`config.mk`:
```
export PLATFORM = sky130hd
export DESIGN_NAME = gate_arbiter
export DESIGN_NICKNAME = d
export VERILOG_FILES = /design/src/rtl/gate_arbiter.sv
export SDC_FILE = /design/constraint.sdc
export NUM_CORES = 1
export LEC_CHECK = 0
export ABC_AREA = 1
export CORE_MARGIN = 8
export CORE_UTILIZATION = 55
export DETAILED_ROUTE_END_ITERATION = 7
export DONT_BUFFER_PORTS = 1
export GPL_ROUTABILITY_DRIVEN = 1
export MAX_ROUTING_LAYER = met4
export PLACE_DENSITY = 0.84
export SETUP_SLACK_MARGIN = 0.1
export SYNTH_ARGS = -nofsm -noshare
export SYNTH_HDL_FRONTEND = slang
export SYNTH_SLANG_ARGS = --single-unit
```
`constraint.sdc`:
```
create_clock -name clk -period 1.5 [get_ports clk]
set_clock_uncertainty 0.1 [all_clocks]
set_input_delay 0.45 -clock clk [delete_from_list [all_inputs] [get_ports clk]]
set_output_delay 0.45 -clock clk [all_outputs]
set_load 0.05 [all_outputs]
```
`src/rtl/gate_arbiter.sv`:
```
`default_nettype none
// ============================================================================
// gate_arbiter : round-robin owner of the shared parking gate + occupancy
// Rev 1.0
// ============================================================================
module gate_arbiter #(
  parameter int CAPACITY     = 8,
  parameter int CNT_W        = 4,
  parameter int ACK_TIMEOUT  = 16,
  parameter int PASS_TIMEOUT = 64
) (
  input  logic             clk,
  input  logic             rst,
  input  logic             entry_req,
  input  logic             exit_req,
  input  logic             vehicle_passed,
  input  logic             gate_ack,
  output logic             open_cmd,
  output logic             close_cmd,
  output logic             entry_grant,
  output logic             exit_grant,
  output logic [CNT_W-1:0] occupancy,
  output logic             full,
  output logic             fault
);

  localparam int TMO_MAX = (ACK_TIMEOUT > PASS_TIMEOUT) ? ACK_TIMEOUT : PASS_TIMEOUT;
  localparam int TMO_W   = (TMO_MAX > 1) ? $clog2(TMO_MAX) : 1;
  localparam logic [TMO_W-1:0] c_ack_last  = TMO_W'(ACK_TIMEOUT - 1);
  localparam logic [TMO_W-1:0] c_pass_last = TMO_W'(PASS_TIMEOUT - 1);
  localparam logic [CNT_W-1:0] c_capacity  = CNT_W'(CAPACITY);

  typedef enum logic [2:0] {
    S_IDLE       = 3'd0,
    S_OPEN_WAIT  = 3'd1,
    S_PASS_WAIT  = 3'd2,
    S_CLOSE_WAIT = 3'd3,
    S_FAULT      = 3'd4
  } state_t;

  state_t           r_state;
  logic [TMO_W-1:0] r_cnt;
  logic             r_last_exit;

  logic w_entry_ok;
  logic w_exit_ok;
  logic w_pick_entry;

  assign full         = (occupancy == c_capacity);
  assign w_entry_ok   = entry_req && !full;
  assign w_exit_ok    = exit_req && (occupancy != '0);
  // On a tie the lane not served last wins; a lone eligible lane always wins.
  assign w_pick_entry = w_entry_ok && (!w_exit_ok || r_last_exit);

  always_ff @(posedge clk or negedge rst) begin
    if (!rst) begin
      r_state     <= S_IDLE;
      r_cnt       <= '0;
      r_last_exit <= 1'b1;
      open_cmd    <= 1'b0;
      close_cmd   <= 1'b0;
      entry_grant <= 1'b0;
      exit_grant  <= 1'b0;
      occupancy   <= '0;
      fault       <= 1'b0;
    end else begin
      case (r_state)
        S_IDLE: begin
          r_cnt <= '0;
          if (w_entry_ok || w_exit_ok) begin
            r_state     <= S_OPEN_WAIT;
            open_cmd    <= 1'b1;
            entry_grant <= w_pick_entry;
            exit_grant  <= !w_pick_entry;
            if (w_entry_ok && w_exit_ok) begin
              r_last_exit <= !w_pick_entry;
            end
          end
        end
        S_OPEN_WAIT: begin
          if (gate_ack) begin
            r_state  <= S_PASS_WAIT;
            open_cmd <= 1'b0;
            r_cnt    <= '0;
          end else if (r_cnt == c_ack_last) begin
            r_state     <= S_FAULT;
            open_cmd    <= 1'b0;
            entry_grant <= 1'b0;
            exit_grant  <= 1'b0;
            fault       <= 1'b1;
          end else begin
            r_cnt <= r_cnt + 1'b1;
          end
        end
        S_PASS_WAIT: begin
          if (vehicle_passed || (r_cnt == c_pass_last)) begin
            r_state   <= S_CLOSE_WAIT;
            close_cmd <= 1'b1;
            r_cnt     <= '0;
            if (vehicle_passed) begin
              occupancy <= entry_grant ? occupancy + 1'b1 : occupancy - 1'b1;
            end
          end else begin
            r_cnt <= r_cnt + 1'b1;
          end
        end
        S_CLOSE_WAIT: begin
          if (gate_ack) begin
            r_state     <= S_IDLE;
            close_cmd   <= 1'b0;
            entry_grant <= 1'b0;
            exit_grant  <= 1'b0;
            r_cnt       <= '0;
          end else if (r_cnt == c_ack_last) begin
            r_state     <= S_FAULT;
            close_cmd   <= 1'b0;
            entry_grant <= 1'b0;
            exit_grant  <= 1'b0;
            fault       <= 1'b1;
          end else begin
            r_cnt <= r_cnt + 1'b1;
          end
        end
        S_FAULT: begin
          open_cmd    <= 1'b0;
          close_cmd   <= 1'b0;
          entry_grant <= 1'b0;
          exit_grant  <= 1'b0;
          fault       <= 1'b1;
        end
        default: begin
          r_state <= S_IDLE;
        end
      endcase
    end
  end

endmodule
`default_nettype wire
```
# == Word-level counts from Yosys, hierarchy flattened ==
# Index checks and enable logic that the tools add are counted.
# word_totals
reg_bits,19
out_inout_bits,10
# op_classes
add_sub_neg,3
n_reduce_logical,26
bitwise_logic,1
n_mux,30
eq_ne,15
# ops
cell,count
AND reduction 3 bit,7
2-to-1 mux 6 bit,3
case mux 6 bit (3 select lines),1
2-to-1 mux 3 bit,5
case mux 3 bit (5 select lines),1
2-to-1 mux 1 bit,14
!= test 3 bit (second input constant),3
nonzero test 3 bit,3
!= test 2 bit (second input constant),4
case mux 1 bit (4 select lines),2
nonzero test 4 bit,2
adder 6 x 1 -> 6 bit (second input constant),1
== test 3 x 2 -> 1 bit (second input constant),2
== test 6 x 4 -> 1 bit (second input constant),1
== test 6 bit (second input constant),1
case mux 1 bit (3 select lines),2
adder 4 x 1 -> 4 bit (second input constant),1
== test 4 bit (second input constant),1
logical AND 1 bit,4
2-to-1 mux 4 bit,1
subtractor 4 x 1 -> 4 bit (second input constant),1
== test 3 x 1 -> 1 bit (second input constant),1
== test 3 bit (second input constant),1
zero test 1 bit,3
other kinds (8),10

# == Depth between registers and ports, before layout ==
# Gate-level depths: netlist of run 1.
# depth
depth_word,8
depth_mapped,10
mapped_depth_nobuf,10

# == Worst setup path after synthesis of run 1 ==
# OpenSTA, ideal clock, no wires.
# synth_path
path_type,reg-to-reg
from,reg entry_grant
to,reg occupancy[3]
setup_time_ns,0.122
arrival_time_ns,1.609
period_less_slack_ns,1.832
path_slack_ns,-0.332
t_required_ns,1.278
path_stages_with_launch,8
cell_sequence,dfrtp_1 -> inv_1 -> ha_1 -> nand3_1 -> nand3_1 -> xor2_1 -> nand2_1 -> o21ai_1
# synth_between
elab_chain_len,1
# synth_rtl
element,line_no,source
"start, declared",20,"output logic entry_grant,"
"start signal, assigned",73,entry_grant <= w_pick_entry;
2-to-1 mux 4 bit,101,occupancy <= entry_grant ? occupancy + 1'b1 : occupancy - 1'b1;
"end signal, assigned",101,
"end, declared",22,"output logic [CNT_W-1:0] occupancy,"
# Every way passes these cells.
# A chain may end at the register's enable or synchronous reset.

# == Worst setup path after layout of run 1 ==
# layout_path
from,reg occupancy[3]
to,out full
# layout_between
elab_chain_len,1
# layout_rtl
element,line_no,source
== test 4 bit,49,assign full = (occupancy == c_capacity);
"end, declared",23,"output logic full,"
# Every way passes these cells.

==> run summary, run 1 <==
The flow ran to the end, but the final reports show violations. The final reports fail on negative setup slack. Data on the critical path arrives at its endpoint at between 1 and 1.5 ns. Setup repair after global routing could not meet its margin everywhere. The number of buffers inserted by port buffering came out at 0. The clock transition time at the flip-flop clock pins of the worst setup and hold paths came out at about 0.12 ns.

The wire length of the first global-routing pass came out at 5.19 mm. STA classifies the critical path startpoint as a flip-flop. The total routing usage reported by global routing is 0.158. The minimum clock period is 1.76 ns. After detailed routing, the total wire length is around 4 mm.

The number of library cell types mapped by synthesis is 25. After detailed routing, the average wire length per cell comes to 17.4 um. The critical path data required time came out at roughly 0.95 ns. The filler-free cell count of the finished design came out at 230. The highest ir drop seen on vdd is 1890 uV. The site row count is 17. The number of antenna diodes in the final layout is 0.

The width of the die is roughly 64 um. The die height is 64.0 um. Summing all non-filler instances in the final layout gives an area of 0.00175 mm^2. Summed over all cells, the static leakage comes to about 0.00084 uW. The post-synth net total is approximately 190. Of the available clock period, the critical path in the final layout requires 1.17. The average vias per placed instance is roughly 5.9.

The power after layout came out at 3660 uW. The hold violation count in the final report came out at 0. The number of max-cap violations is 0. Clock latency on the worst-skew pair, taken at its later pin, is 0.31 ns.

The via count is ~1400. In the final layout, the share of cells above drive strength 1 is 0.455. The final count of pins violating max slew is 0. Power spread over the standard cell area amounts to 2100 mW/mm^2. The number of antenna violations at the first check in global routing came out at 0.

The largest driver fanout on the critical path is 2. The placed instance area is between 0.001 and 0.0015 mm^2. The number of clock sinks came out at 19. The setup-violating endpoint count in the final report is 7. Of the synthesized area, sequential elements account for 0.376. The gate count of the mapped netlist came out at roughly 180.

The number of top-level pins came out at 16. Derived from the worst setup path, the maximum achievable clock frequency is approximately 570 MHz. The layout overhead on the synthesized area came out at 37.7%.

The synthesized area divided by synthesized cell count came out at 7.17 um^2. The buffer levels on the longest clock path came out at 2. The final RePlAce weighted congestion came out at between 0.9 and 1. The maximum number of pins on one net before global-route repair is 20.

The number of synthesis warnings came out at 0. The type of the setup path with the least slack is flip-flop to output pin. For the pin with the worst max-slew slack, the measured transition is 0.888 ns. In this run the number of H-tree levels came out at 1. The mapped netlist covers between 0.001 and 0.0015 mm^2. The placed wire-length estimate after detailed placement is 2.17 mm. The type of the most critical hold path is input pin to async pin. The number of design-rule violations left by the first detailed-router iteration came out at around 110. Prior to clock tree synthesis, the placed netlist has a worst setup slack of around 0.018 ns.

Leaving out fill and tap cells, the most frequent cell in the layout is sky130_fd_sc_hd__nand2_1. TritonCTS built the clock tree. The antenna violation net count after detailed routing is 0. The via count of the first global-routing pass came out at between 1000 and 1500. The count of state elements after synthesis came out at 19. The initial cell density of the core came out at 0.579. The clock buffer count from CTS came out at 3.

The core outline area is roughly 0.0022 mm^2. The tree is rooted in a sky130_fd_sc_hd__clkbuf_4. The area of the die is 0.00410 mm^2. The top cell types in the final layout, fill and taps aside, are sky130_fd_sc_hd__nand2_1 (41), sky130_fd_sc_hd__nand3_1 (15), sky130_fd_sc_hd__buf_4 (14).

The number of design rule violations left after detail routing is 0. The worst setup path is captured at an output pin. The worst slew margin relative to its limit is 0.408. The pre-antenna-repair detailed-routing pass consisted of 4 iterations. The final net count is between 200 and 250. The worst-case setup margin in the final layout is -0.258 ns.

In this run, placement finished with an instance count of ~210. The remaining global-route overflow is 0.
==> critical path: stages, from the launching register on <==
cell and delay [ns]:
sky130_fd_sc_hd__dfrtp_2 0.44, sky130_fd_sc_hd__inv_2 0.09, sky130_fd_sc_hd__nor2_4 0.04, sky130_fd_sc_hd__nand2_2 0.09, sky130_fd_sc_hd__clkinvlp_4 0.24
==> path summary, 6_finish.rpt <==
kind | end | cells after the start | slack (ns) | startpoint
setup / recovery | full | 4 | -0.26 | occupancy[3]$_DFFE_PN0P_
hold / removal | exit_grant$_DFFE_PN0P_ | 1 | 0.22 | rst
setup reg to reg | occupancy[3]$_DFFE_PN0P_ | 7 | -0.08 | occupancy[2]$_DFFE_PN0P_
hold reg to reg | r_last_exit$_DFFE_PN1P_ | 2 | 0.39 | r_last_exit$_DFFE_PN1P_
max in group asynchronous | r_state[2]$_DFFE_PN0P_ | 1 | 0.47 | rst
min in group clk | r_state[1]$_DFFE_PN0P_ | 2 | 0.22 | gate_ack
==> sequential cells by signal (all words and copies together) (netlist names) <==
name,cells
r_last_exit,1
r_cnt,6
open_cmd,1
occupancy,4
r_state,3
exit_grant,1
close_cmd,1
fault,1
entry_grant,1
==> per-layer routing <==
layer / track usage / vias up / routed length [um]
met5: - / - / 0
met4: 0.0669 / 0 / 189
met3: 0.0314 / 27 / 314
met2: 0.267 / 84 / 1960
met1: 0.178 / 639 / 1540
li1: - / 611 / -
==> synthesized netlist by cell type <==
| master | n | area (um^2) |
|---|---|---|
| sky130_fd_sc_hd__a21boi_0 | 1 | 7.51 |
| sky130_fd_sc_hd__a21boi_1 | 1 | 7.51 |
| sky130_fd_sc_hd__a21oi_1 | 3 | 15.0 |
| sky130_fd_sc_hd__buf_6 | 1 | 11.3 |
| sky130_fd_sc_hd__dfrtp_1 | 18 | 450 |
| sky130_fd_sc_hd__dfstp_2 | 1 | 26.3 |
| sky130_fd_sc_hd__fa_1 | 1 | 20.0 |
| sky130_fd_sc_hd__ha_1 | 3 | 37.5 |
| sky130_fd_sc_hd__inv_1 | 18 | 67.6 |
| sky130_fd_sc_hd__inv_2 | 5 | 18.8 |
| sky130_fd_sc_hd__inv_4 | 1 | 6.26 |
| sky130_fd_sc_hd__nand2_1 | 54 | 203 |
| sky130_fd_sc_hd__nand2_2 | 1 | 6.26 |
| sky130_fd_sc_hd__nand2_4 | 2 | 22.5 |
| sky130_fd_sc_hd__nand3_1 | 23 | 115 |
| sky130_fd_sc_hd__nand3_2 | 1 | 10.0 |
| sky130_fd_sc_hd__nand4_1 | 3 | 18.8 |
| sky130_fd_sc_hd__nor2_1 | 18 | 67.6 |
| sky130_fd_sc_hd__nor2_2 | 5 | 31.3 |
| sky130_fd_sc_hd__nor2_4 | 4 | 45.0 |
| sky130_fd_sc_hd__o21ai_0 | 2 | 10.0 |
| sky130_fd_sc_hd__o21ai_1 | 6 | 30.0 |
| sky130_fd_sc_hd__or2_1 | 1 | 6.26 |
| sky130_fd_sc_hd__xnor2_1 | 2 | 17.5 |
| sky130_fd_sc_hd__xor2_1 | 2 | 17.5 |
==> metrics by stage <==
step	util	hold slack, ns	TNS (ns)
finish	0.797	0.216	-0.786
global route	0.797	0.226	-1.19
CTS	0.718	0.220	-0.558
detailed placement	0.636	0.0551	0
global placement	0.636	0.0551	0
floorplan	-	0.0544	-0.0868
==> cell type report <==
class	count	area, um^2
repair buffers	22	225
inverters	24	101
fillers	119	444
flip-flops and latches	19	490
multi-input cells	133	868
clock buffers	4	26.3
well taps	28	35.0
==> cells by family after synthesis <==
kind of cell,count (synthesis),share of synthesized area
AO/OA/AOI/OAI,13,0.0552
XOR/XNOR,4,0.0276
adder cells (fa/ha/maj),4,0.0454
AND/OR/NAND/NOR,112,0.414
flip-flops,19,0.376
buffers and inverters,25,0.0819
==> report_power, final <==
part           switching (uW)  total, uW  internal, uW
registers                 328       1040           712
logic                    1340       2350          1010
clock network             171        275           104
total                    1840       3660          1820
==> what timing repair did <==
| action | 4_1_cts | 5_1_grt |
|---|---|---|
| setup endpoints to repair | 21 | 46 |
| setup buffers | 9 | 5 |
| hold endpoints to repair | 19 | 0 |
| pin swaps | 8 | 13 |
| gates resized for setup | 24 | 36 |
| hold buffers | 1 | 0 |
No activity file was read; power rests on OpenSTA's default activity.
==> inputs of run 2 (changes only) <==
--- a/config.mk
+++ b/config.mk
@@ -6,6 +6,7 @@
 export NUM_CORES = 1
 export LEC_CHECK = 0
 export ABC_AREA = 1
+export CAP_MARGIN = 5
 export CORE_MARGIN = 8
 export CORE_UTILIZATION = 55
 export DETAILED_ROUTE_END_ITERATION = 7
==> results of run 2 <==
Final layout, timing and power as in run 1 (identical DEF).
